### src/rtl/mem_arbiter.sv
`default_nettype none
// ============================================================================
// Module  : mem_arbiter
// Brief   : Two-master arbiter in front of one native-memory slave, one
//           outstanding transaction. Optional watchdog: MEM_ARB_TIMEOUT_EN.
// Revision: 1.0 - initial release
// ============================================================================
module mem_arbiter #(
   parameter int ADDR_W         = 32,
   parameter int DATA_W         = 32,
   parameter int FIXED_PRIO     = 0,
   parameter int TIMEOUT_CYCLES = 255
) (
   input  logic                  clk,
   input  logic                  reset,
   input  logic                  m0_valid,
   input  logic                  m0_instr,
   input  logic [ADDR_W-1:0]     m0_addr,
   input  logic [DATA_W-1:0]     m0_wdata,
   input  logic [DATA_W/8-1:0]   m0_wstrb,
   output logic                  m0_ready,
   output logic [DATA_W-1:0]     m0_rdata,
   input  logic                  m1_valid,
   input  logic                  m1_instr,
   input  logic [ADDR_W-1:0]     m1_addr,
   input  logic [DATA_W-1:0]     m1_wdata,
   input  logic [DATA_W/8-1:0]   m1_wstrb,
   output logic                  m1_ready,
   output logic [DATA_W-1:0]     m1_rdata,
   output logic                  s_valid,
   output logic                  s_instr,
   output logic [ADDR_W-1:0]     s_addr,
   output logic [DATA_W-1:0]     s_wdata,
   output logic [DATA_W/8-1:0]   s_wstrb,
   input  logic                  s_ready,
   input  logic [DATA_W-1:0]     s_rdata,
   output logic [1:0]            grant,
   output logic                  timeout_err
);

   typedef enum logic [1:0] {
      IDLE = 2'd0,
      BUSY = 2'd1,
      RESP = 2'd2
   } state_t;

   state_t            r_state;
   logic              r_last;   // 1: m1 was the most recent owner
   logic              r_owner;  // 1: m1 owns the current transaction
   logic              w_take_m1;
   logic              w_done;
   logic              w_wd_hit;
   logic [DATA_W-1:0] w_resp_data;

   always_comb begin
      w_take_m1 = m1_valid;
      if (m0_valid && m1_valid)
         w_take_m1 = (FIXED_PRIO == 0) ? !r_last : 1'b0;
   end

`ifdef MEM_ARB_TIMEOUT_EN
   localparam logic [15:0]       WD_LIMIT = 16'(TIMEOUT_CYCLES - 1);
   localparam logic [DATA_W-1:0] ERR_DATA = DATA_W'(32'hDEAD_BEEF);
   logic [15:0] r_wd_cnt;
   assign w_wd_hit    = (r_wd_cnt == WD_LIMIT);
   // A real completion arriving on the limit cycle takes precedence.
   assign w_resp_data = s_ready ? s_rdata : ERR_DATA;
`else
   assign w_wd_hit    = 1'b0;
   assign w_resp_data = s_rdata;
   assign timeout_err = 1'b0;
`endif

   assign w_done = s_ready || w_wd_hit;

   always_ff @(posedge clk or posedge reset) begin
      if (reset) begin
         r_state  <= IDLE;
         r_last   <= 1'b1;
         r_owner  <= 1'b0;
         s_valid  <= 1'b0;
         s_instr  <= 1'b0;
         s_addr   <= '0;
         s_wdata  <= '0;
         s_wstrb  <= '0;
         m0_ready <= 1'b0;
         m1_ready <= 1'b0;
         m0_rdata <= '0;
         m1_rdata <= '0;
         grant    <= 2'b00;
`ifdef MEM_ARB_TIMEOUT_EN
         r_wd_cnt    <= '0;
         timeout_err <= 1'b0;
`endif
      end else begin
         case (r_state)
            IDLE: begin
               if (m0_valid || m1_valid) begin
                  r_owner <= w_take_m1;
                  r_last  <= w_take_m1;
                  grant   <= w_take_m1 ? 2'b10 : 2'b01;
                  s_valid <= 1'b1;
                  s_instr <= w_take_m1 ? m1_instr : m0_instr;
                  s_addr  <= w_take_m1 ? m1_addr  : m0_addr;
                  s_wdata <= w_take_m1 ? m1_wdata : m0_wdata;
                  s_wstrb <= w_take_m1 ? m1_wstrb : m0_wstrb;
`ifdef MEM_ARB_TIMEOUT_EN
                  r_wd_cnt <= '0;
`endif
                  r_state <= BUSY;
               end
            end
            BUSY: begin
               if (w_done) begin
                  s_valid <= 1'b0;
                  if (r_owner) m1_ready <= 1'b1;
                  else         m0_ready <= 1'b1;
                  // Writes leave the master's read data untouched.
                  if (s_wstrb == '0) begin
                     if (r_owner) m1_rdata <= w_resp_data;
                     else         m0_rdata <= w_resp_data;
                  end
`ifdef MEM_ARB_TIMEOUT_EN
                  if (!s_ready) timeout_err <= 1'b1;
`endif
                  r_state <= RESP;
               end
`ifdef MEM_ARB_TIMEOUT_EN
               else begin
                  r_wd_cnt <= r_wd_cnt + 16'd1;
               end
`endif
            end
            RESP: begin
               m0_ready <= 1'b0;
               m1_ready <= 1'b0;
               grant    <= 2'b00;
               r_state  <= IDLE;
            end
            default: r_state <= IDLE;
         endcase
      end
   end

endmodule
`default_nettype wire

### config.mk
export PLATFORM = sky130hd
export DESIGN_NAME = mem_arbiter
export DESIGN_NICKNAME = d
export VERILOG_FILES = /design/src/rtl/mem_arbiter.sv
export SDC_FILE = /design/constraint.sdc
export NUM_CORES = 1
export LEC_CHECK = 0
export BUFFER_PORTS_ARGS = -buffer_cell sky130_fd_sc_hd__buf_2
export CAP_MARGIN = 15
export CORE_MARGIN = 3
export CORE_UTILIZATION = 46
export DETAILED_ROUTE_END_ITERATION = 10
export PLACE_DENSITY = 0.89
export SYNTH_ARGS = -nofsm -noshare
export SYNTH_HDL_FRONTEND = slang
export SYNTH_SLANG_ARGS = --single-unit
### constraint.sdc
create_clock -name clk -period 5.4 [get_ports clk]
set_input_delay 0.54 -clock clk [delete_from_list [all_inputs] [get_ports clk]]
set_output_delay 0.54 -clock clk [all_outputs]
set_load 0.01 [all_outputs]
==> results of run 1 <==
[worst max-delay path by stage]
stage | start | end | slack, ps | depth (start not counted)
5_1_grt | s_wstrb[1]$_DFFE_PP0P_ | m1_rdata[26]$_DFFE_PP0P_ | 2890 | 3
2_1_floorplan | reset | grant[0]$_DFFE_PP0P_ | 1050 | 1
3_3_place_gp | s_wstrb[1]$_DFFE_PP0P_ | m1_rdata[13]$_DFFE_PP0P_ | 3000 | 3
6_report | s_wstrb[1]$_DFFE_PP0P_ | m1_rdata[27]$_DFFE_PP0P_ | 2940 | 3
4_1_cts | s_wstrb[1]$_DFFE_PP0P_ | m1_rdata[27]$_DFFE_PP0P_ | 2940 | 3
3_5_place_dp | s_wstrb[1]$_DFFE_PP0P_ | m1_rdata[27]$_DFFE_PP0P_ | 2960 | 3
[area by class of cell]
| class | instances | area [um^2] |
|---|---|---|
| fillers | 946 | 4430 |
| inverters | 6 | 27.5 |
| clock buffers | 17 | 425 |
| multi-input cells | 225 | 2560 |
| repair buffers | 316 | 1590 |
| well taps | 172 | 215 |
| flip-flops and latches | 142 | 3550 |
| clock inverters | 15 | 125 |
[registers in the layout, summed over array words and instances (netlist names), 2 cells and up]
| name | flops |
|---|---|
| r_state | 2 |
| grant | 2 |
| s_wstrb | 4 |
| s_wdata | 32 |
| m0_rdata | 32 |
| m1_rdata | 32 |
| s_addr | 32 |
[worst register-to-register path: cells and delay by family (launching register included)]
family	cells	cell delay, ps
mux	1	480
simple gates	2	1470
flops	1	390
[routing by layer]
metal  vias to the layer above  global-route usage (%)  wire length [um]
met5                         -                       0                 0
met4                         0                    8.40               360
met3                        28                    4.15               945
met2                       187                    37.3              8390
met1                      2177                    21.1              5450
li1                       2059                       -                 -
[power groups by stage]
| stage | logic [mW] | clock network [mW] | registers [mW] |
|---|---|---|---|
| after floorplan | 0.787 | 0 | 1.99 |
| after global placement | 1.64 | 0 | 1.77 |
| after detailed placement | 1.70 | 0 | 1.81 |
| after CTS | 1.70 | 1.10 | 1.80 |
| after global routing | 1.80 | 1.15 | 1.85 |
| final | 1.67 | 1.08 | 1.79 |
[cell families (layout without fill, tap and decap cells)]
logic type      count (synthesis)  after routing  synth area share (%)
buf+inv                        30            354                  2.38
other cells                     1              1                0.0601
simple gates                   11             11                  1.16
mux                           202            202                  38.2
flops                         142            142                  56.9
compound gates                 11             11                  1.24
[through the flow]
stage	worst slack, ps	power, mW
after floorplan	1050	2.78
after global placement	3000	3.41
after detailed placement	2960	3.51
after CTS	2940	4.60
after global routing	2890	4.80
final	2940	4.54
[cells in the final DEF, fill, tap and decap left out, drive strengths merged, types with 2 or more instances in the layout]
cell,netlist,layout
dfrtp,141,141
clkbuf,12,17
buf,12,316
clkinv,0,2
clkinvlp,0,3
a21o,2,2
nor3,2,2
inv,6,16
nor2,2,2
or4,2,2
o21ai,5,5
mux2,202,202
==> results.md, run 1 <==
* Status: finished clean
* Post-Syn Instances at around 400
* Reg clk slew, reported paths at roughly 60 ps
* Worst path required time at between 5000 and 6000 ps
* Unrepaired setup endpoints after global routing: false
* Final Cell Area at about 8500 um^2
* Buffers on Ports at roughly 310
* Slew Limit Fails at 0
* Drt first pass iters at 4
* FF-to-FF End: m1_rdata[27]$_DFFE_PP0P_
* PostCTS Resize Cnt at 0
* Via/cell ratio at roughly 5
* HPWL Detailed at 11.7 mm
* Crit path time final at 2460 ps
* CP peak stage delay at 910 ps
* Share of layout cells above drive strength 1 at about 77%
* WHS at around 250 ps
* Final hold violations at 0
* Clock power frac at between 20% and 30%
* Num CTS Buffers at 17
* Count leader, synth: mux2_2
* WP data arrival at ~2800 ps
* Post-Route WL at between 15 and 20 mm
* Finished Core Util at 65.7%
* Vias at ~4500
* Final Cycle Share at 45.5%
* Syn Std Cell Area at between 6000 and 7000 um^2
* Synth area leaders: dfrtp_1 (57%), mux2_2 (31%), mux2_4 (7.2%), clkbuf_1 (0.72%), buf_2 (0.64%)
* Count of cell types in the netlist at 27
* Synth Warn # at 0
* Worst skew pair latency at 410 ps
* Top cell type's share of synthesized area at 56.5%
* Setup tns final at 0 ps
* CP Class: reg -> reg
* Core box area at approximately 13000 um^2
* # setup viols final at 0
* Synthesized flop and latch total at 142
* Postcts setup bufs at 0
* Slew headroom at around 31%
* Switching pwr at 1.50 mW
* Vias in the first global route at around 4800
* GR Overflow Total at 0
* CTS root buf: clkbuf_16
* Max-cap violations at 0
* Ports at between 300 and 400
* Post-synth top cells: mux2_2 (170), dfrtp_1 (141), mux2_4 (30)
* First-pass GRT wire length at 23.0 mm
* Cell taking the most area after synthesis: dfrtp_1
* GR Util All Layers at 19.7%
* Largest delay contributor family on the critical path: simple AND/OR/NAND/NOR gates
* Net Sw Frac at roughly a third
* Area Growth Syn to Fin at 36.1%
* DR DRC count at 0
* Worst R2R Setup Slack at 2940 ps
* Placed Area at around 7900 um^2
* Register area share after synthesis at 56.9%
* Main flop type after synthesis: dfrtp_1
* Largest net degree at the start of global routing at 81
* Starting density of the core at 48.3%
* Routability congestion estimate at just over 0.8
* Bufs and invs on worst path at 0
* # hold bufs at CTS at 0
* Rows at just over 40
* Die Wd at approximately 120 um
* Worst min path class: in -> async
* Slowest CP cell: or3_2
* Crit end category: register
* Die height at approximately 120 um
* Asr flop ratio synth at 100%
* Placed cell count at roughly 860
* Total die area at 15000 um^2
* Final Skew at between 8 and 9 ps
* Antenna Violating Nets Remaining at 0
* CTS HTree Levels at 4
* Combinational share of power at between 30% and 40%
* CTS tree: built
* Finished Layout Cells at between 800 and 900
* Final net count at roughly 880
* CP cell instances: or4_4, or3_2, mux2_4
* Avg Cell Area, Syn at ~16 um^2
* Initial antenna violation count at 0
* Worst Tran Pin Value at 1030 ps
* Maximum clock insertion buffer count at 2
* WL/cell at approximately 17 um
* Reg2reg start: s_wstrb[1]$_DFFE_PP0P_
* Clock sink count at between 100 and 150
* Worst VDD drop at between 0.3 and 0.4 mV
* Post-synth EDFFs at 0
* Starting DRT DRC Count at between 100 and 150
* FMAX at 0.407 GHz
* Reg power frac at around two fifths
* Syn Nets at roughly 570
* Pwr Density at between 500 and 600 nW/um^2
* FF-to-FF path depth at 3
* Crit path max fanout at 32
* Antenna cells at 0
* Leakage at ~4.4 nW
* Power Internal at roughly 3.0 mW
* CP Launch Type: register
Note: power is estimated with default switching activity, not from simulation.
==> run 2, diff against run 1 <==
Clock period 5.4 ns to 2.31 ns, I/O delays scaled along.
==> run 2 against run 1 <==
Compared with the run above:
- combinational power grew 140%
- worst hold slack lost 200 ps
- sequential cell count is the same
- clock skew shrank 2.7 ps
- via count grew 0.79%
==> results.md, run 2 (synthesis gave the netlist of run 1 again) <==
* Status: finished clean
* Initial antenna violation count at 0
* Crit end category: register
* Slowest CP cell: or4_4
* CP cell instances: or4_4, or3_2, buf_12, mux2_4
* Worst skew pair latency at ~410 ps
* Starting DRT DRC Count at between 100 and 150
* Slew Limit Fails at 0
* Core box area at between 10000 and 15000 um^2
* Num CTS Buffers at 17
* Starting density of the core at a little under 50%
* Worst min path class: in -> reg
* Via/cell ratio at 5.01
* DR DRC count at 0
* Vias in the first global route at roughly 4700
* CTS HTree Levels at 4
* Maximum clock insertion buffer count at 2
* Ports at around 310
* Die Wd at 123 um
* Rows at a little over 40
* # setup viols final at 0
* Postcts setup bufs at 0
* CP Class: reg -> reg
* GR Util All Layers at 21.3%
* Area Growth Syn to Fin at 38.8%
* Share of layout cells above drive strength 1 at between 70% and 80%
* Vias at 4486
* Final hold violations at 0
* Final net count at approximately 890
* Routability congestion estimate at about 0.80
* Commonest non-fill, non-tap cell in the layout: buf_2
* CP Launch Type: register
* Unrepaired setup endpoints after global routing: false
* Worst path required time at between 2000 and 3000 ps
* CP peak stage delay at 560 ps
* Reg clk slew, reported paths at approximately 60 ps
* Clock sink count at between 100 and 150
* Most frequent cells in the layout: buf_2 (312), mux2_2 (170), dfrtp_1 (141)
* Buffers on Ports at 312
* Die height at around 120 um
* Leakage at between 4 and 5 nW
* Antenna cells at 0
* Antenna Violating Nets Remaining at 0
* WP data arrival at around 2400 ps
* Drt first pass iters at 4
* Max-cap violations at 0
* First-pass GRT wire length at about 24 mm
* FMAX at 0.469 GHz
* Final Cycle Share at between 90% and 100%
* Total die area at ~15000 um^2
* WL/cell at roughly 18 um
* Worst VDD drop at about 0.76 mV
* Post-Route WL at approximately 16 mm
* GR Overflow Total at 0
* Crit path max fanout at 32
* PostCTS Resize Cnt at 0
* # hold bufs at CTS at 1
* Largest net degree at the start of global routing at 78
* HPWL Detailed at 12.7 mm
* Crit path time final at 2130 ps
* Setup tns final at 0 ps
* Final Skew at slightly below 6 ps
* Pwr Density at around 1300 nW/um^2
* CTS root buf: clkbuf_16
* CTS tree: built
* WHS at 54.7 ps
-- run 2: cell count changes in the layout (fill, tap and decap cells not counted), sizes merged --
cell,before,now
clkbuf,17,18
buf,316,321
dlygate4sd3,0,1
inv,16,5
clkinvlp,3,4
clkinv,2,5
bufinv,0,3
-- run 2: where the power goes --
group | leakage [nW] | internal [mW] | switching (mW)
registers | 1.76 | 3.58 | 0.616
clock network | 0.279 | 1.70 | 0.996
logic | 2.47 | 2.18 | 1.86
total | 4.51 | 7.46 | 3.48
-- run 2: area by class of cell --
class / instances / area, um^2
clock buffer: 18 / 439
clock inverter: 11 / 145
fill: 960 / 4260
inverter: 6 / 26.3
multi-input combinational: 225 / 2560
sequential: 142 / 3550
tap: 172 / 215
timing repair buffer: 322 / 1730
-- run 2: critical path: cells and delay by family (launching register included) --
| family | cells | cell delay (ps) |
|---|---|---|
| flip-flops | 1 | 390 |
| AND/OR/NAND/NOR | 2 | 1060 |
| multiplexers | 1 | 330 |
| buffers and inverters | 1 | 210 |
-- run 2: worst paths after layout --
check / from / end / slack, ps / depth (start not counted)
hold / removal: s_rdata[19] / m1_rdata[19]$_DFFE_PP0P_ / 50 / 2
hold reg to reg: m0_rdata[14]$_DFFE_PP0P_ / m0_rdata[14]$_DFFE_PP0P_ / 500 / 1
setup / recovery: s_wstrb[1]$_DFFE_PP0P_ / m1_rdata[10]$_DFFE_PP0P_ / 180 / 4
setup reg to reg: s_wstrb[1]$_DFFE_PP0P_ / m1_rdata[10]$_DFFE_PP0P_ / 180 / 4
max in group asynchronous: reset / r_last$_DFFE_PP1P_ / 1350 / 4
min in group asynchronous: reset / m1_rdata[10]$_DFFE_PP0P_ / 290 / 3
-- run 2: through the flow --
stage / util (%) / total power, mW / worst slack (ps) / std cells / cell area, um^2
after floorplan: - / 6.50 / 303 / 397 / 6250
after global placement: 62.4 / 8.08 / 234 / 866 / 8070
final: 67.0 / 10.9 / 178 / 896 / 8670
after global routing: 67.0 / 11.5 / 137 / 896 / 8670
after CTS: 67.0 / 11.1 / 177 / 896 / 8670
after detailed placement: 62.4 / 8.32 / 182 / 866 / 8070
-- run 2: metal layers --
| metal | vias to the layer above | global-route usage, % | routed length [um] |
|---|---|---|---|
| li1 | 2058 | - | - |
| met1 | 2213 | 22.9 | 5830 |
| met2 | 184 | 39.6 | 9040 |
| met3 | 31 | 5.12 | 1070 |
| met4 | 0 | 9.45 | 396 |
| met5 | - | 0 | 0 |
==> run 3, diff against run 2 <==
--- a/config.mk
+++ b/config.mk
@@ -8,8 +8,8 @@
 export BUFFER_PORTS_ARGS = -buffer_cell sky130_fd_sc_hd__buf_2
 export CAP_MARGIN = 15
-export CORE_MARGIN = 3
-export CORE_UTILIZATION = 46
+export CORE_MARGIN = 2
+export CORE_UTILIZATION = 28
 export DETAILED_ROUTE_END_ITERATION = 10
-export PLACE_DENSITY = 0.89
+export PLACE_DENSITY = 0.62
 export SYNTH_ARGS = -nofsm -noshare
 export SYNTH_HDL_FRONTEND = slang
==> constraint.sdc (replaced) <==
create_clock -name clk -period 2.31 [get_ports clk]
set_input_delay 0.231 -clock clk [delete_from_list [all_inputs] [get_ports clk]]
set_output_delay 0.231 -clock clk [all_outputs]
set_load 0.1 [all_outputs]
==> run 3 against run 2 <==
Compared with the run above:
- sequential cell count did not move
- wire length fell by 3.9%
- die area rose by 57%
- final area rose by 2.2%
- critical path depth did not move
- non-clock buffer count rose by 1
- cell count rose by 13%
- first-iteration DRC count rose by 4.2%
- clock skew rose by 6.5 ps
- worst setup slack got worse by 2.6 ps
==> results.md, run 3 (synthesis gave the netlist of run 1 again) <==
* Crit path time final at 2130 ps
* CTS root buf: clkbuf_16
* Most frequent cells in the layout: buf_2 (312), mux2_2 (170), dfrtp_1 (137)
* Ports at about 310
* WP data arrival at between 2000 and 2500 ps
* Vias in the first global route at 4443
* Final Skew at between 10 and 15 ps
* Finished Layout Cells at 1008
* Worst path required time at 2610 ps
* HPWL Detailed at 11.7 mm
* Commonest non-fill, non-tap cell in the layout: buf_2
* Maximum clock insertion buffer count at 2
* Rows at 54
* WL/cell at around 16 um
* Reg clk slew, reported paths at about 70 ps
* Worst min path class: in -> reg
* Max-cap violations at 0
* Worst Tran Pin Value at 522 ps
* Final hold violations at 0
* Num CTS Buffers at 17
* Worst skew pair latency at ~420 ps
* Vias at around 4300
* GR Util All Layers at 13.2%
* Total die area at about 24000 um^2
* Slew headroom at between 60% and 70%
* Crit path max fanout at 32
* CTS HTree Levels at 4
* WHS at ~50 ps
* Post-Route WL at about 16 mm
* Slew Limit Fails at 0
* Setup tns final at 0 ps
* CP Class: reg -> reg
* # setup viols final at 0
* CTS tree: built
* First-pass GRT wire length at 24.5 mm
* Antenna Violating Nets Remaining at 0
* Unrepaired setup endpoints after global routing: false
* Die height at between 150 and 200 um
* Placed cell count at between 900 and 1000
* Starting density of the core at between 20% and 30%
* DR DRC count at 0
* Share of layout cells above drive strength 1 at 77.7%
* Crit end category: register
* Status: finished clean
* GR Overflow Total at 0
* Routability congestion estimate at between 0.7 and 0.8
* Antenna cells at 0
* Area Growth Syn to Fin at 41.8%
* Initial antenna violation count at 0
* Clock sink count at about 140
* Starting DRT DRC Count at 150
* Die Wd at around 150 um
* Final net count at approximately 900
* Core box area at 21900 um^2
* Via/cell ratio at ~4.3
* Drt first pass iters at 4
* Largest net degree at the start of global routing at 90
* Final Cycle Share at 92.4%
* FMAX at 0.468 GHz
* Buffers on Ports at 312
* CP Launch Type: register
run 3: cell types whose count changed in the layout (fill, tap and decap cells not counted), moves of 2 or more:
cell        before  now
dfrtp_2          0    4
inv_6            0    6
dfrtp_1        141  137
clkinv_2         3    1
clkinv_8         0    3
clkinvlp_4       4    1
inv_8            0    2
run 3: final cells by class:
class,count,area [um^2]
Clock buffer,17,425
Clock inverter,15,198
Fill cell,2123,13000
Inverter,6,26.3
Multi-Input combinational cell,225,2560
Sequential cell,142,3560
Tap cell,280,350
Timing Repair Buffer,323,1730
run 3: what timing repair did:
action	CTS	global route
hold buffers	1	0
gates resized for setup	0	0
setup endpoints to repair	0	0
hold endpoints to repair	86	0
buffers inserted	0	0
run 3: path summary, 6_finish.rpt:
check	to	start	slack, ps	cells after the start
max	m1_rdata[10]$_DFFE_PP0P_	s_wstrb[1]$_DFFE_PP0P_	180	4
min	m0_rdata[13]$_DFFE_PP0P_	s_rdata[13]	50	2
max reg2reg	m1_rdata[10]$_DFFE_PP0P_	s_wstrb[1]$_DFFE_PP0P_	180	4
min reg2reg	s_valid$_DFFE_PP0P_	s_valid$_DFFE_PP0P_	480	1
max in group asynchronous	s_wstrb[2]$_DFFE_PP0P_	reset	1350	4
min in group asynchronous	s_wdata[20]$_DFFE_PP0P_	reset	480	4
run 3: stage by stage:
stage	worst slack [ps]	utilization (%)	instance area, um^2
floorplan	56.8	-	6250
global placement	211	37.6	8220
detailed placement	192	37.6	8220
CTS	175	40.4	8850
global route	137	40.4	8850
finish	175	40.4	8850
run 3: worst max-delay path, cell delays in order (launching register included):
cell and delay (ps):
dfrtp_2 410, or4_4 550, or3_2 500, buf_12 220, mux2_4 320
run 3: routing by layer:
layer,track usage [%],wire length (um),part of all wire (%),vias to the layer above
met5,0,0,0,-
met4,4.15,198,1.3,0
met3,4.28,982,6.3,14
met2,22.6,7990,51,158
met1,15.9,6540,42,2104
li1,-,-,-,2060
Power of run 3 is left out: the tool's default activity adds up to more than one toggle a clock period on the data nets, which glitch-free logic cannot reach.
